### config.mk
export PLATFORM = sky130hd
export DESIGN_NAME = cla_pipe_addsub
export DESIGN_NICKNAME = d
export VERILOG_FILES = /design/src/rtl/cla_pipe_addsub.sv
export SDC_FILE = /design/constraint.sdc
export NUM_CORES = 1
export LEC_CHECK = 0
export ABC_AREA = 1
export CAP_MARGIN = 0
export CORE_MARGIN = 4
export CORE_UTILIZATION = 55
export CTS_BUF_LIST = sky130_fd_sc_hd__clkbuf_16
export DETAILED_ROUTE_END_ITERATION = 12
export GPL_TIMING_DRIVEN = 0
export PLACE_DENSITY = 0.75
export SLEW_MARGIN = 20
export SYNTH_ARGS = -nofsm -noshare
export SYNTH_HDL_FRONTEND = slang
export SYNTH_SLANG_ARGS = --single-unit
### constraint.sdc
create_clock -name clk -period 11 [get_ports clk]
set_input_delay 1.1 -clock clk [delete_from_list [all_inputs] [get_ports clk]]
set_output_delay 1.1 -clock clk [all_outputs]
set_load 0.05 [all_outputs]
### src/rtl/cla_pipe_addsub.sv
// cla_pipe_addsub -- pipelined carry-lookahead adder/subtractor.
//
// WIDTH-bit add/sub split into STAGES slices of WIDTH/STAGES bits. Each slice
// is built from GROUP-bit lookahead groups whose carries ripple inside the
// slice. Slot 0 registers the raw operands at acceptance. Slice k is evaluated
// from slot k and its result is registered into slot k+1. Slot STAGES is the
// output register, so the latency is STAGES cycles.
//
// Ports:
//   clk, rst             clock, synchronous active-high reset
//   in_valid / in_ready  operand handshake (in_ready = out_ready | ~out_valid)
//   a, b, c, sub         operands, carry/borrow-in, 0 = add, 1 = subtract
//   out_valid/out_ready  result handshake
//   sum, carry           result and carry-out (for sub, 1 = no borrow)
//   ovf, zero            signed overflow and sum == 0
//
// Build option: define CLA_PIPE_FLAGS_EN to compute and register ovf/zero.
// Without it, both outputs are tied to 0.

// One slice: GROUP-bit lookahead groups with a rippled group carry.
module cla_slice #(
  parameter int SW    = 8,
  parameter int GROUP = 4
) (
  input  logic [SW-1:0] a_i,
  input  logic [SW-1:0] b_i,
  input  logic          cin_i,
  output logic [SW-1:0] sum_o,
  output logic          cout_o
);
  localparam int NG = SW / GROUP;

  logic [NG-1:0] grp_g, grp_p;
  logic [NG:0]   gc;

  // Group carries live in one block so the chain is a single ordered loop.
  always_comb begin
    gc[0] = cin_i;
    for (int g = 0; g < NG; g++) gc[g+1] = grp_g[g] | (grp_p[g] & gc[g]);
  end
  assign cout_o = gc[NG];

  for (genvar g = 0; g < NG; g++) begin : g_grp
    logic [GROUP-1:0] p, gn, cb;
    assign p  = a_i[g*GROUP +: GROUP] ^ b_i[g*GROUP +: GROUP];
    assign gn = a_i[g*GROUP +: GROUP] & b_i[g*GROUP +: GROUP];

    // Group generate: carry out of the group when its carry-in is 0.
    always_comb begin
      grp_g[g] = 1'b0;
      for (int i = 0; i < GROUP; i++) grp_g[g] = gn[i] | (p[i] & grp_g[g]);
    end
    assign grp_p[g] = &p;

    // Bit carries inside the group, seeded by the group's incoming carry.
    always_comb begin
      cb[0] = gc[g];
      for (int i = 1; i < GROUP; i++) cb[i] = gn[i-1] | (p[i-1] & cb[i-1]);
    end
    assign sum_o[g*GROUP +: GROUP] = p ^ cb;
  end
endmodule

module cla_pipe_addsub #(
  parameter int WIDTH  = 32,
  parameter int GROUP  = 4,
  parameter int STAGES = 4
) (
  input  logic             clk,
  input  logic             rst,
  input  logic             in_valid,
  output logic             in_ready,
  input  logic [WIDTH-1:0] a,
  input  logic [WIDTH-1:0] b,
  input  logic             c,
  input  logic             sub,
  output logic             out_valid,
  input  logic             out_ready,
  output logic [WIDTH-1:0] sum,
  output logic             carry,
  output logic             ovf,
  output logic             zero
);
  localparam int SW = (STAGES > 0) ? WIDTH / STAGES : WIDTH;

  if (STAGES < 1 || (WIDTH % (STAGES * GROUP)) != 0) begin : g_bad_cfg
    $error("cla_pipe_addsub: WIDTH must be a multiple of STAGES*GROUP, STAGES >= 1");
  end

  logic en;

  // Slot k: operands (b already inverted for sub), incoming carry of slice k,
  // and the sum bits finished so far. Only the operand bits above the
  // finished slices, plus the finished sum bits, are ever read. The dead bits
  // are removed when the netlist is optimized.
  logic [STAGES:0]    vld_q;
  logic [STAGES:0]    cy_q;
  logic [WIDTH-1:0]   a_q   [STAGES+1];
  logic [WIDTH-1:0]   b_q   [STAGES+1];
  logic [WIDTH-1:0]   sum_q [STAGES+1];
  logic [WIDTH-1:0]   sum_d [STAGES];   // next value of slot k+1

  logic [STAGES-1:0][SW-1:0] sl_s;
  logic [STAGES-1:0]         sl_co;

  // A stalled output freezes every slot, bubbles included, so order is kept.
  assign en       = out_ready | ~out_valid;
  assign in_ready = en;

  for (genvar k = 0; k < STAGES; k++) begin : g_sl
    cla_slice #(.SW(SW), .GROUP(GROUP)) u_slice (
      .a_i   (a_q[k][k*SW +: SW]),
      .b_i   (b_q[k][k*SW +: SW]),
      .cin_i (cy_q[k]),
      .sum_o (sl_s[k]),
      .cout_o(sl_co[k])
    );
  end

  always_comb begin
    for (int k = 0; k < STAGES; k++) begin
      sum_d[k]              = sum_q[k];
      sum_d[k][k*SW +: SW]  = sl_s[k];
    end
  end

  always_ff @(posedge clk) begin
    if (rst) begin
      vld_q <= '0;
      cy_q  <= '0;
      for (int k = 0; k <= STAGES; k++) begin
        a_q[k]   <= '0;
        b_q[k]   <= '0;
        sum_q[k] <= '0;
      end
    end else if (en) begin
      vld_q    <= {vld_q[STAGES-1:0], in_valid};
      cy_q     <= {sl_co, c ^ sub};
      a_q[0]   <= a;
      b_q[0]   <= b ^ {WIDTH{sub}};
      sum_q[0] <= '0;
      for (int k = 0; k < STAGES; k++) begin
        a_q[k+1]   <= a_q[k];
        b_q[k+1]   <= b_q[k];
        sum_q[k+1] <= sum_d[k];
      end
    end
  end

  assign out_valid = vld_q[STAGES];
  assign sum       = sum_q[STAGES];
  assign carry     = cy_q[STAGES];

`ifdef CLA_PIPE_FLAGS_EN
  logic ovf_q, zero_q, ovf_d;
  // Overflow judged on the top slice while its operands are still aligned.
  assign ovf_d = (a_q[STAGES-1][WIDTH-1] == b_q[STAGES-1][WIDTH-1]) &
                 (sl_s[STAGES-1][SW-1] != a_q[STAGES-1][WIDTH-1]);

  always_ff @(posedge clk) begin
    if (rst) begin
      ovf_q  <= 1'b0;
      zero_q <= 1'b0;
    end else if (en) begin
      ovf_q  <= ovf_d;
      zero_q <= ~|sum_d[STAGES-1];
    end
  end
  assign ovf  = ovf_q;
  assign zero = zero_q;
`else
  assign ovf  = 1'b0;
  assign zero = 1'b0;
`endif
endmodule

# --- Word level (Yosys, flattened, before mapping) ---
# Memories as Yosys holds them, arrays and structs flattened.
# Index checks and enable logic that the tools add are counted.
classes:
  mux: 20
  bitwise_logic: 155
  reduce_logical: 8
ops:
  columns: ["cell", "count"]
  rows:
  - ["$mux 32", 15]
  - ["$or 1x1->1", 72]
  - ["$xor 4x4->4", 16]
  - ["$and 1x1->1", 56]
  - ["$and 4x4->4", 8]
  - ["$reduce_and 4->1", 8]
  - ["$xor 32x32->32", 1]
  - ["$mux 1", 5]
  - ["$not 1->1", 1]
  - ["$xor 1x1->1", 1]
word_totals:
  register_bits: 10
  mem_bits_rw: 480
  out_inout_bits: 37
  wordCells: 188
  mem_count: 3
memory_table:
  columns: ["memory", "words", "width", "rd", "rd_clocked_by_memory_dff", "wr", "line", "rtl"]
  rows:
  - ["a_q", 5, 32, 4, 0, 5, "98", "logic [WIDTH-1:0] a_q [STAGES+1];"]
  - ["b_q", 5, 32, 4, 0, 5, "99", "logic [WIDTH-1:0] b_q [STAGES+1];"]
  - ["sum_q", 5, 32, 5, 0, 5, "100", "logic [WIDTH-1:0] sum_q [STAGES+1];"]

# --- Depth between registers and ports, before layout ---
# Gate-level depths: netlist of the first run.
# An unclocked memory read counts as a cell.
logic_depth:
  word_depth: 17
  ltp_mapped: 10
  mapped_depth_nobuf: 10

# --- Hierarchy ---
# From an unflattened synthesis of the first run, not the netlist that was laid out.
hier_totals:
  cells_unflattened: 965
  area_unflattened_um2: 11154.4
by_module_without_submodules:
  columns: ["module", "n_inst", "cells_each", "area_each_um2", "seq_area_each_um2"]
  rows:
  - ["cla_pipe_addsub", 1, 804, 9780.6, 7407.1]
  - ["cla_slice (g_sl[0].u_slice ...)", 3, 40, 340.3, 0.0]
  - ["cla_slice (g_sl[3].u_slice)", 1, 41, 352.8, 0.0]

# --- Worst setup path after synthesis of the first run ---
# OpenSTA, ideal clock, no wires.
synth_path:
  kind: "input-to-reg"
  from: "input out_ready"
  to: "memory a_q[0][0] (enable)"
  t_arrival_ns: 6.306
  setup_slack_ns: 4.100
  cell_stages: 4
  cell_sequence: "nor2_2 inv_1 nor2_4 inv_1"
synth_rtl:
  columns: ["element", "line", "rtl"]
  rows:
  - ["start, declared", "78", "input logic out_ready,"]
  - ["end, declared", "98", null]

# --- Final worst setup path of the first run ---
layout_path:
  from: "input out_ready"
  to: "output in_ready"
layout_between:
  elab_chain_len: 1
layout_lines:
  columns: ["element", "line", "rtl"]
  rows:
  - ["$or 1x1->1", "107", "assign en = out_ready | ~out_valid;"]
  - ["end, declared", "72", "output logic in_ready,"]
# Every way passes these cells.

==> results of run 1 <==
critical path: stages:
cell and delay [ps]:
clkdlybuf4s50_1 470, nor2_2 60, inv_1 130, clkdlybuf4s50_1 850
sequential cells by signal, indices dropped and copies added, names as in the netlist:
name	count
a_q	80
b_q	80
sum_q	80
cy_q	5
vld_q	5
through the flow:
step           area, um^2  hold slack, ps  total power (W)
2_1_floorplan       11100             430          0.00124
3_3_place_gp        12400             457          0.00129
3_5_place_dp        12500             466          0.00130
4_1_cts             13200             480          0.00206
5_1_grt             13200             499          0.00213
6_report            13200             476          0.00204
final cells by class:
type                            instances  area share, %
Clock buffer                           25           4.73
Multi-Input combinational cell        429           19.3
Sequential cell                       250           56.0
Buffer                                 32           1.90
Inverter                              230           6.58
Tap cell                              265           2.51
Timing Repair Buffer                  105           8.21
Clock inverter                         18          0.804
metal layers:
metal / up-vias / global-route usage [%]
met3: 31 / 2.45
met1: 2812 / 22.0
met2: 149 / 28.1
met5: - / 0
li1: 3155 / -
met4: 0 / 5.12
final timing paths:
kind	start	end	cells past startpoint
worst min register to register	cy_q[3]$_SDFFE_PP0P_	cy_q[3]$_SDFFE_PP0P_	2
worst max register to register	b_q[0][2]$_SDFFCE_PN0P_	sum_q[0][39]$_SDFFCE_PN0P_	10
worst min-delay path	cy_q[3]$_SDFFE_PP0P_	cy_q[3]$_SDFFE_PP0P_	2
worst max-delay path	out_ready	in_ready	4
power by group through the flow:
stage                     registers, W  clock network [W]  logic [W]
final                          0.00111           0.000764   0.000166
after global routing           0.00112           0.000821   0.000187
after CTS                      0.00111           0.000776   0.000168
after detailed placement       0.00113                  0   0.000166
after global placement         0.00113                  0   0.000160
after floorplan                0.00114                  0  0.0000920
cells in the final DEF, fill, tap and decap left out, drive strengths merged:
master and count:
nor2 248, conb 2, clkinv 12, clkbuf 25, nand2 56, edfxtp 240
buf 34, ha 32, clkinvlp 1, xnor2 41, o22ai 4, nand3b 1
nand4 2, clkdlybuf4s50 103, a21oi 11, nand3 6, o21bai 1, bufinv 1
fa 24, inv 234, dfxtp 10, o21ai 1
cells by family after synthesis:
| group | after synthesis |
|---|---|
| fa+ha+maj | 56 |
| xor+xnor | 41 |
| compound gates | 17 |
| other cells | 1 |
| flops | 250 |
| buf+inv | 262 |
| simple gates | 313 |
==> metrics, run 1 <==
core area 0.0197 mm^2; most common cell in the netlist nor2_1; synth warn 0; Slew @ Worst Pin 570 ps; nets 1198; Layout Cells excl Fill 1354; final core utilization 67.3%; Max-slew headroom 62.0%; Layout area overhead 19.5%; Metal-1 WL 7940 um; Routed Antenna Nets 0; GRT Overall Usage 16.5%; Final GP Congestion 0.809; critical path launch point type primary input; outcome finished, final reports clean; Worst-path clk slew 60 ps; Switching Fraction 21.6%; internal power 0.00160 W; later-pin clock latency in the skew report 510 ps; Fin. Hold Viols 0; Post-Synth Adder-Cell Area 7.96%; Starting Density 56.3%; vias in the first global route 6093; register bit total from synthesis 250; crit-path max FO 3; Antenna diodes 0; Final Cycle Share 33.7%; Port-buffer cells 103; syn avg cell area 11.8 um^2; fmax 0.270 GHz; synthesized area 0.0111 mm^2; cts repair resizes 0; Multi-input gate area 0.00255 mm^2; WL met2 8640 um; ys flop type edfxtp_1; 1st-iter DRT viols 401; Rows 51; CTS Buf Count 24; Clk pwr share 37.4%; largest family of logic cells by synthesized area simple AND/OR/NAND/NOR gates; CTS Root Cell clkbuf_16; Layout fillers 1486; DR top layer met4; DRT Pass-1 Iters 5; IO Count 107; residual DRC count 0; Post-CTS Setup Repair Bufs 0; fin. max-slew vios 0; largest net degree at the start of global routing 110; H-tree lvl count 1; EDFF count, synth 240; pwr dens 154 mW/mm^2; dpl cells 1311; sequential power share 54.5%; Comb pwr share 8.1%; mux cell area share after synthesis 0%; hpwl dp 12400 um; clk sinks 250; via count 6147; Synth area leaders edfxtp_1 65%, nor2_1 8.3%, inv_1 7.8%, fa_1 4.3%, ha_1 3.6%; XOR/XNOR share of the synthesized area 3.24%; post-synthesis compound-gate area fraction 0.837%; Synth Instances 940; full die area 0.0225 mm^2; Die Ht 150 um; Remaining Overflow, GRT 0; first-pass GRT wire length 29300 um; sequential element share of the synthesized area 66.9%; final wirelength 18100 um; DR WL/cell 13.4 um; minimum clock period 3710 ps; setup TNS 0 ps; setup repair after global routing missed its margin no; clk_skew 16.6 ps; Worst R2R Setup Slack 8170 ps; CTS tree built; switching power 0.000440 W; Final WS setup 7290 ps; antenna violations before repair 0; Hold Path Class flip-flop to flip-flop; final setup violation count 0; worst vdd ir 0.0000934 V; post-synthesis simple-gate area fraction 10.9%; sequential cell area 0.00741 mm^2; hold bufs inserted after CTS 0; Post-synth top cells 245 x nor2_1, 240 x edfxtp_1, 229 x inv_1; die span in x 150 um; CP endpoint kind primary output; CP Class primary input to primary output; worst path arrival time 2610 ps; DR WL met3 1090 um; Worst Path Required 9900 ps; Synth top area share 65.1%; area leader, netlist edfxtp_1; layout cell share with drive strength beyond 1 6.70%; pre-CTS setup slack 7310 ps; vias per cell 4.54; Async SR Flop Fraction 0%; CTS max path bufs 3; distinct cell type count after synthesis 22; Max-cap violations 0; P_leak 5.76 nW
Power figures use the tool's default switching activity.
==> run 2, diff against run 1 <==
Settings changed: CORE_UTILIZATION 55 to 52, PLACE_DENSITY 0.75 to 0.74.
Clock period 11 ns to 3 ns, I/O delays scaled along.
==> run 2 against run 1 <==
Against the previous run: sequential power grew to 3.7 times the previous value; final area up 0.65%; critical path depth is 6 higher; hold slack got worse by 190 ps; sequential share of layout area fell by 0.33 points; flip-flop and latch count unchanged; combinational power grew to 3.6 times the previous value; final cell count up 1.2%; highest routed layer unchanged.
==> metrics, run 2 (same netlist as run 1, synthesis figures left out) <==
outcome finished, final reports clean (unchanged); clk sinks 250 (unchanged); Worst Path Required 3270 ps (was 9900 ps); Max-slew headroom 63.7% (was 62.0%); nets 1203 (was 1198); Hold Path Class primary input to flip-flop (was flip-flop to flip-flop); pwr dens 554 mW/mm^2 (was 154 mW/mm^2); Fin. Hold Viols 0 (unchanged); cts repair resizes 0 (unchanged); Routed Antenna Nets 0 (unchanged); minimum clock period 2880 ps; Regs by FF count a_q: 80 flops, b_q: 80 flops, sum_q: 80 flops (unchanged); CTS tree built (unchanged); via count 6156 (was 6147); DR WL/cell 13.1 um (was 13.4 um); vias in the first global route 6203 (was 6093); CTS max path bufs 3 (unchanged); Rows 53 (was 51); Max-cap violations 0 (unchanged); Starting Density 52.8% (was 56.3%); H-tree lvl count 1 (unchanged); Post-CTS Setup Repair Bufs 0 (unchanged); Hold WS 285 ps (was 476 ps); final core utilization 63.5% (was 67.3%); setup repair after global routing missed its margin no (unchanged); first-pass GRT wire length 29500 um (was 29300 um); crit-path max FO 2 (was 3); commonest non-fill, non-tap cell in the layout nor2_1 (unchanged); antenna violations before repair 0 (unchanged); CTS Root Cell clkbuf_16 (unchanged); P_leak 5.81 nW (was 5.76 nW); met3 Track Usage GR 3.04% (was 2.45%); Remaining Overflow, GRT 0 (unchanged); dpl cells 1326 (was 1311); GRT Overall Usage 15.3% (was 16.5%); met1 usage 19.8% (was 22.0%); Layout Cells excl Fill 1370 (was 1354); CP endpoint kind flip-flop (was primary output); CTS Buf Count 24 (unchanged); HP Start sub (was cy_q[3]$_SDFFE_PP0P_); final setup violation count 0 (unchanged); largest net degree at the start of global routing 37 (was 110); fmax 0.348 GHz; pre-CTS setup slack 99.2 ps (was 7310 ps); Antenna diodes 0 (unchanged); Final WS setup 124 ps (was 7290 ps); critical path launch point type flip-flop (was primary input); Slew @ Worst Pin 543 ps (was 570 ps); later-pin clock latency in the skew report 510 ps (about the same); worst path arrival time 3150 ps (was 2610 ps); vias per cell 4.49 (was 4.54); layout cell share with drive strength beyond 1 7.12% (was 6.70%); hpwl dp 12800 um (was 12400 um); Most Crowded Layer GR met2 (unchanged); final wirelength 18000 um (was 18100 um); Port-buffer cells 103 (unchanged); commonest cells after routing, fill and taps aside 245 x nor2_1, 240 x edfxtp_1, 234 x inv_1, 103 x clkdlybuf4s50_1, 56 x nand2_1 (was 245 x nor2_1, 240 x edfxtp_1, 232 x inv_1, 103 x clkdlybuf4s50_1, 56 x nand2_1); DRT Pass-1 Iters 4 (was 5); clk_skew 15.1 ps (was 16.6 ps); core area 0.0210 mm^2 (was 0.0197 mm^2); worst vdd ir 0.000319 V (was 0.0000934 V); Final GP Congestion 0.816 (was 0.809); Layout fillers 1632 (was 1486); r2r startpoint b_q[0][2]$_SDFFCE_PN0P_ (unchanged); CP Class flip-flop to flip-flop (was primary input to primary output); full die area 0.0237 mm^2 (was 0.0225 mm^2); Die Ht 154 um (was 150 um); Worst-path clk slew 60 ps (about the same); 1st-iter DRT viols 274 (was 401); residual DRC count 0 (unchanged); CP startpoint b_q[0][2]$_SDFFCE_PN0P_ (was out_ready); fin. max-slew vios 0 (unchanged); IO Count 107 (unchanged); Final Cycle Share 95.9%; die span in x 154 um (was 150 um); Layout area overhead 20.3% (was 19.5%); hold bufs inserted after CTS 0 (unchanged); met2 Resource Use GR 26.3% (was 28.1%)
==> run 2: power by group <==
group          internal [W]  switching [W]
combinational      0.000277       0.000328
sequential          0.00401      0.0000713
clock               0.00150        0.00119
total               0.00579        0.00159
==> run 2: per-stage QoR <==
step	total power (W)	area, um^2	TNS (ps)
3_3_place_gp	0.00474	12500	-913620
5_1_grt	0.00768	13300	0
4_1_cts	0.00745	13300	0
2_1_floorplan	0.00453	11100	-543150
3_5_place_dp	0.00477	12600	0
6_report	0.00738	13300	0
==> run 2: final cells by class <==
type	instances	area [um^2]	share of cell area [%]
Inverter	230	871	6.54
Buffer	32	251	1.89
Multi-Input combinational cell	429	2550	19.2
Timing Repair Buffer	110	1180	8.85
Clock inverter	19	78.8	0.592
Clock buffer	25	626	4.70
Sequential cell	250	7410	55.7
Tap cell	275	344	2.58
==> run 2: path summary, 6_finish.rpt <==
check / to / slack [ps] / cells past startpoint
min reg2reg: vld_q[4]$_SDFFE_PP0P_ / 460 / 2
max reg2reg: sum_q[0][39]$_SDFFCE_PN0P_ / 120 / 10
max: sum_q[0][39]$_SDFFCE_PN0P_ / 120 / 10
min: cy_q[0]$_SDFFE_PP0P_ / 280 / 3
==> run 2: critical path, stage by stage, from the launching register on <==
cell and delay, ps:
edfxtp_1 420, ha_1 330, nand2_1 80, nand2_1 50, a21oi_1 160, nand2_1 110
fa_1 420, fa_1 420, fa_1 410, xnor2_1 170, nor2_1 60
==> run 2: routing by layer <==
layer	routed length (um)	part of all wire (%)
met2	8680	48
met4	422	2.3
met1	7760	43
met5	0	0
met3	1120	6.2
==> run 3, diff against run 2 <==
==> constraint.sdc (replaced) <==
create_clock -name clk -period 3 [get_ports clk]
set_input_delay 0.3 -clock clk [delete_from_list [all_inputs] [get_ports clk]]
set_output_delay 0.3 -clock clk [all_outputs]
set_load 0.005 [all_outputs]
==> run 3 against run 2 <==
Against the previous run: combinational power is 9.3% lower; core utilization is 0.15 points higher; global-route usage is 0.29 points higher; flip-flop and latch count stayed put; first-iteration DRC count is 16% higher; via count is 0.73% higher; critical path depth stayed put; clock skew is 4.0 ps higher; count of clock-buffer cells in the layout is 1 lower; hold slack worse by 45 ps; register-to-register slack better by 40 ps; critical path type unchanged; largest power group unchanged.
==> metrics, run 3 (same netlist as run 1, synthesis figures left out) <==
Layout Cells excl Fill 1370 (unchanged); vias in the first global route 6297 (was 6203); sequential cell area 0.00741 mm^2 (about the same); Layout fillers 1631 (was 1632); CP startpoint b_q[0][42]$_SDFFCE_PN0P_ (was b_q[0][2]$_SDFFCE_PN0P_); critical path launch point type flip-flop (unchanged); GRT Overall Usage 15.6% (was 15.3%); Final GP Congestion 0.785 (was 0.816); CP Class flip-flop to flip-flop (unchanged); layout cell share with drive strength beyond 1 7.31% (was 7.12%); setup repair after global routing missed its margin no (unchanged); die span in x 154 um (unchanged); minimum clock period 2840 ps (was 2880 ps); P_leak 5.80 nW (was 5.81 nW); antenna violations before repair 0 (unchanged); worst vdd ir 0.000314 V (was 0.000319 V); Post-CTS Setup Repair Bufs 0 (unchanged); CTS tree built (unchanged); vias per cell 4.53 (was 4.49); Hold Path Class primary input to flip-flop (unchanged); Final WS setup 161 ps (was 124 ps); 1st-iter DRT viols 317 (was 274); first-pass GRT wire length 30000 um (was 29500 um); full die area 0.0237 mm^2 (unchanged); commonest non-fill, non-tap cell in the layout nor2_1 (unchanged); cts repair resizes 0 (unchanged); Max-cap violations 0 (unchanged); worst reg2reg endpoint sum_q[0][79]$_SDFFCE_PN0P_ (was sum_q[0][39]$_SDFFCE_PN0P_); fin. max-slew vios 0 (unchanged); clk_skew 19.1 ps (was 15.1 ps); Routed Antenna Nets 0 (unchanged); Antenna diodes 0 (unchanged); setup TNS 0 ps (unchanged); Port-buffer cells 103 (unchanged); Rows 53 (unchanged); Worst R2R Setup Slack 160 ps (was 120 ps); outcome finished, final reports clean (unchanged); CP endpoint kind flip-flop (unchanged); hpwl dp 12800 um (about the same); Starting Density 52.8% (unchanged); Total Power 0.00739 W (was 0.00738 W); Fin. Hold Viols 0 (unchanged); final setup violation count 0 (unchanged); core area 0.0210 mm^2 (unchanged); Critical Path Sink sum_q[0][79]$_SDFFCE_PN0P_ (was sum_q[0][39]$_SDFFCE_PN0P_); final core utilization 63.7% (was 63.5%); hold bufs inserted after CTS 0 (unchanged); worst path arrival time 3100 ps (was 3150 ps); dpl cells 1327 (was 1326); fmax 0.352 GHz (was 0.348 GHz); Multi-input gate area 0.00255 mm^2 (unchanged); commonest cells after routing, fill and taps aside 245 x nor2_1, 240 x edfxtp_1, 229 x inv_1, 103 x clkdlybuf4s50_1, 56 x nand2_1 (was 245 x nor2_1, 240 x edfxtp_1, 234 x inv_1, 103 x clkdlybuf4s50_1, 56 x nand2_1); pwr dens 554 mW/mm^2 (about the same); Remaining Overflow, GRT 0 (unchanged); later-pin clock latency in the skew report 520 ps (was 510 ps); Worst-path clk slew 70 ps (was 60 ps); clk sinks 250 (unchanged); CTS max path bufs 3 (unchanged); DR WL/cell 13.2 um (was 13.1 um); final wirelength 18000 um (about the same); CTS Buf Count 24 (unchanged); Worst Path Required 3260 ps (was 3270 ps); residual DRC count 0 (unchanged); IO Count 107 (unchanged); largest net degree at the start of global routing 39 (was 37); DRT Pass-1 Iters 5 (was 4); H-tree lvl count 1 (unchanged); pre-CTS setup slack 192 ps (was 99.2 ps); crit-path max FO 3 (was 2); CTS Root Cell clkbuf_16 (unchanged); nets 1204 (was 1203); Regs by FF count a_q: 80 flops, b_q: 80 flops, sum_q: 80 flops (unchanged); r2r startpoint b_q[0][42]$_SDFFCE_PN0P_ (was b_q[0][2]$_SDFFCE_PN0P_); Final Cycle Share 94.6% (was 95.9%); via count 6201 (was 6156); R2R cell count 10 (unchanged); Die Ht 154 um (unchanged); Layout area overhead 20.6% (was 20.3%)
run 3: routing by layer:
metal / part of all wire (%) / global-route usage, % / vias up
met4: 2.4 / 5.17 / 0
met5: 0 / 0 / -
met2: 48 / 26.1 / 156
li1: - / - / 3180
met1: 43 / 20.8 / 2833
met3: 6.5 / 2.96 / 32
run 3: how the worst min path moves through the flow:
stage | start | endpoint | slack, ps | depth (start not counted)
3_5_place_dp | vld_q[3]$_SDFFE_PP0P_ | vld_q[4]$_SDFFE_PP0P_ | 450 | 2
6_report | sub | cy_q[0]$_SDFFE_PP0P_ | 240 | 3
2_1_floorplan | rst | vld_q[4]$_SDFFE_PP0P_ | 360 | 1
5_1_grt | sub | cy_q[0]$_SDFFE_PP0P_ | 240 | 3
4_1_cts | sub | cy_q[0]$_SDFFE_PP0P_ | 220 | 3
3_3_place_gp | cy_q[4]$_SDFFE_PP0P_ | cy_q[4]$_SDFFE_PP0P_ | 440 | 2
run 3: critical path: stages (launching register included):
cell	delay, ps
edfxtp_1	440
ha_1	350
nand2_1	80
nand3b_1	90
nand2_1	70
nand2_1	80
fa_1	390
fa_1	420
fa_1	400
xnor2_1	200
nor2_1	70
run 3: power breakdown:
part           leakage (nW)  internal [W]  switching, W
logic                  2.48      0.000276      0.000273
registers              2.95       0.00401     0.0000681
clock network         0.369       0.00154       0.00122
run 3: metrics by stage:
step | hold slack (ps) | cell area, um^2
after floorplan | 362 | 11100
after global placement | 443 | 12500
after detailed placement | 450 | 12600
after CTS | 215 | 13300
after global routing | 245 | 13300
final | 240 | 13300
run 3: area by class of cell:
| class | count | area share (%) |
|---|---|---|
| multi-input cells | 429 | 19.1 |
| repair buffers | 111 | 8.98 |
| flip-flops and latches | 250 | 55.5 |
| well taps | 275 | 2.58 |
| clock inverters | 19 | 0.909 |
| plain buffers | 32 | 1.88 |
| inverters | 230 | 6.50 |
| clock buffers | 24 | 4.50 |
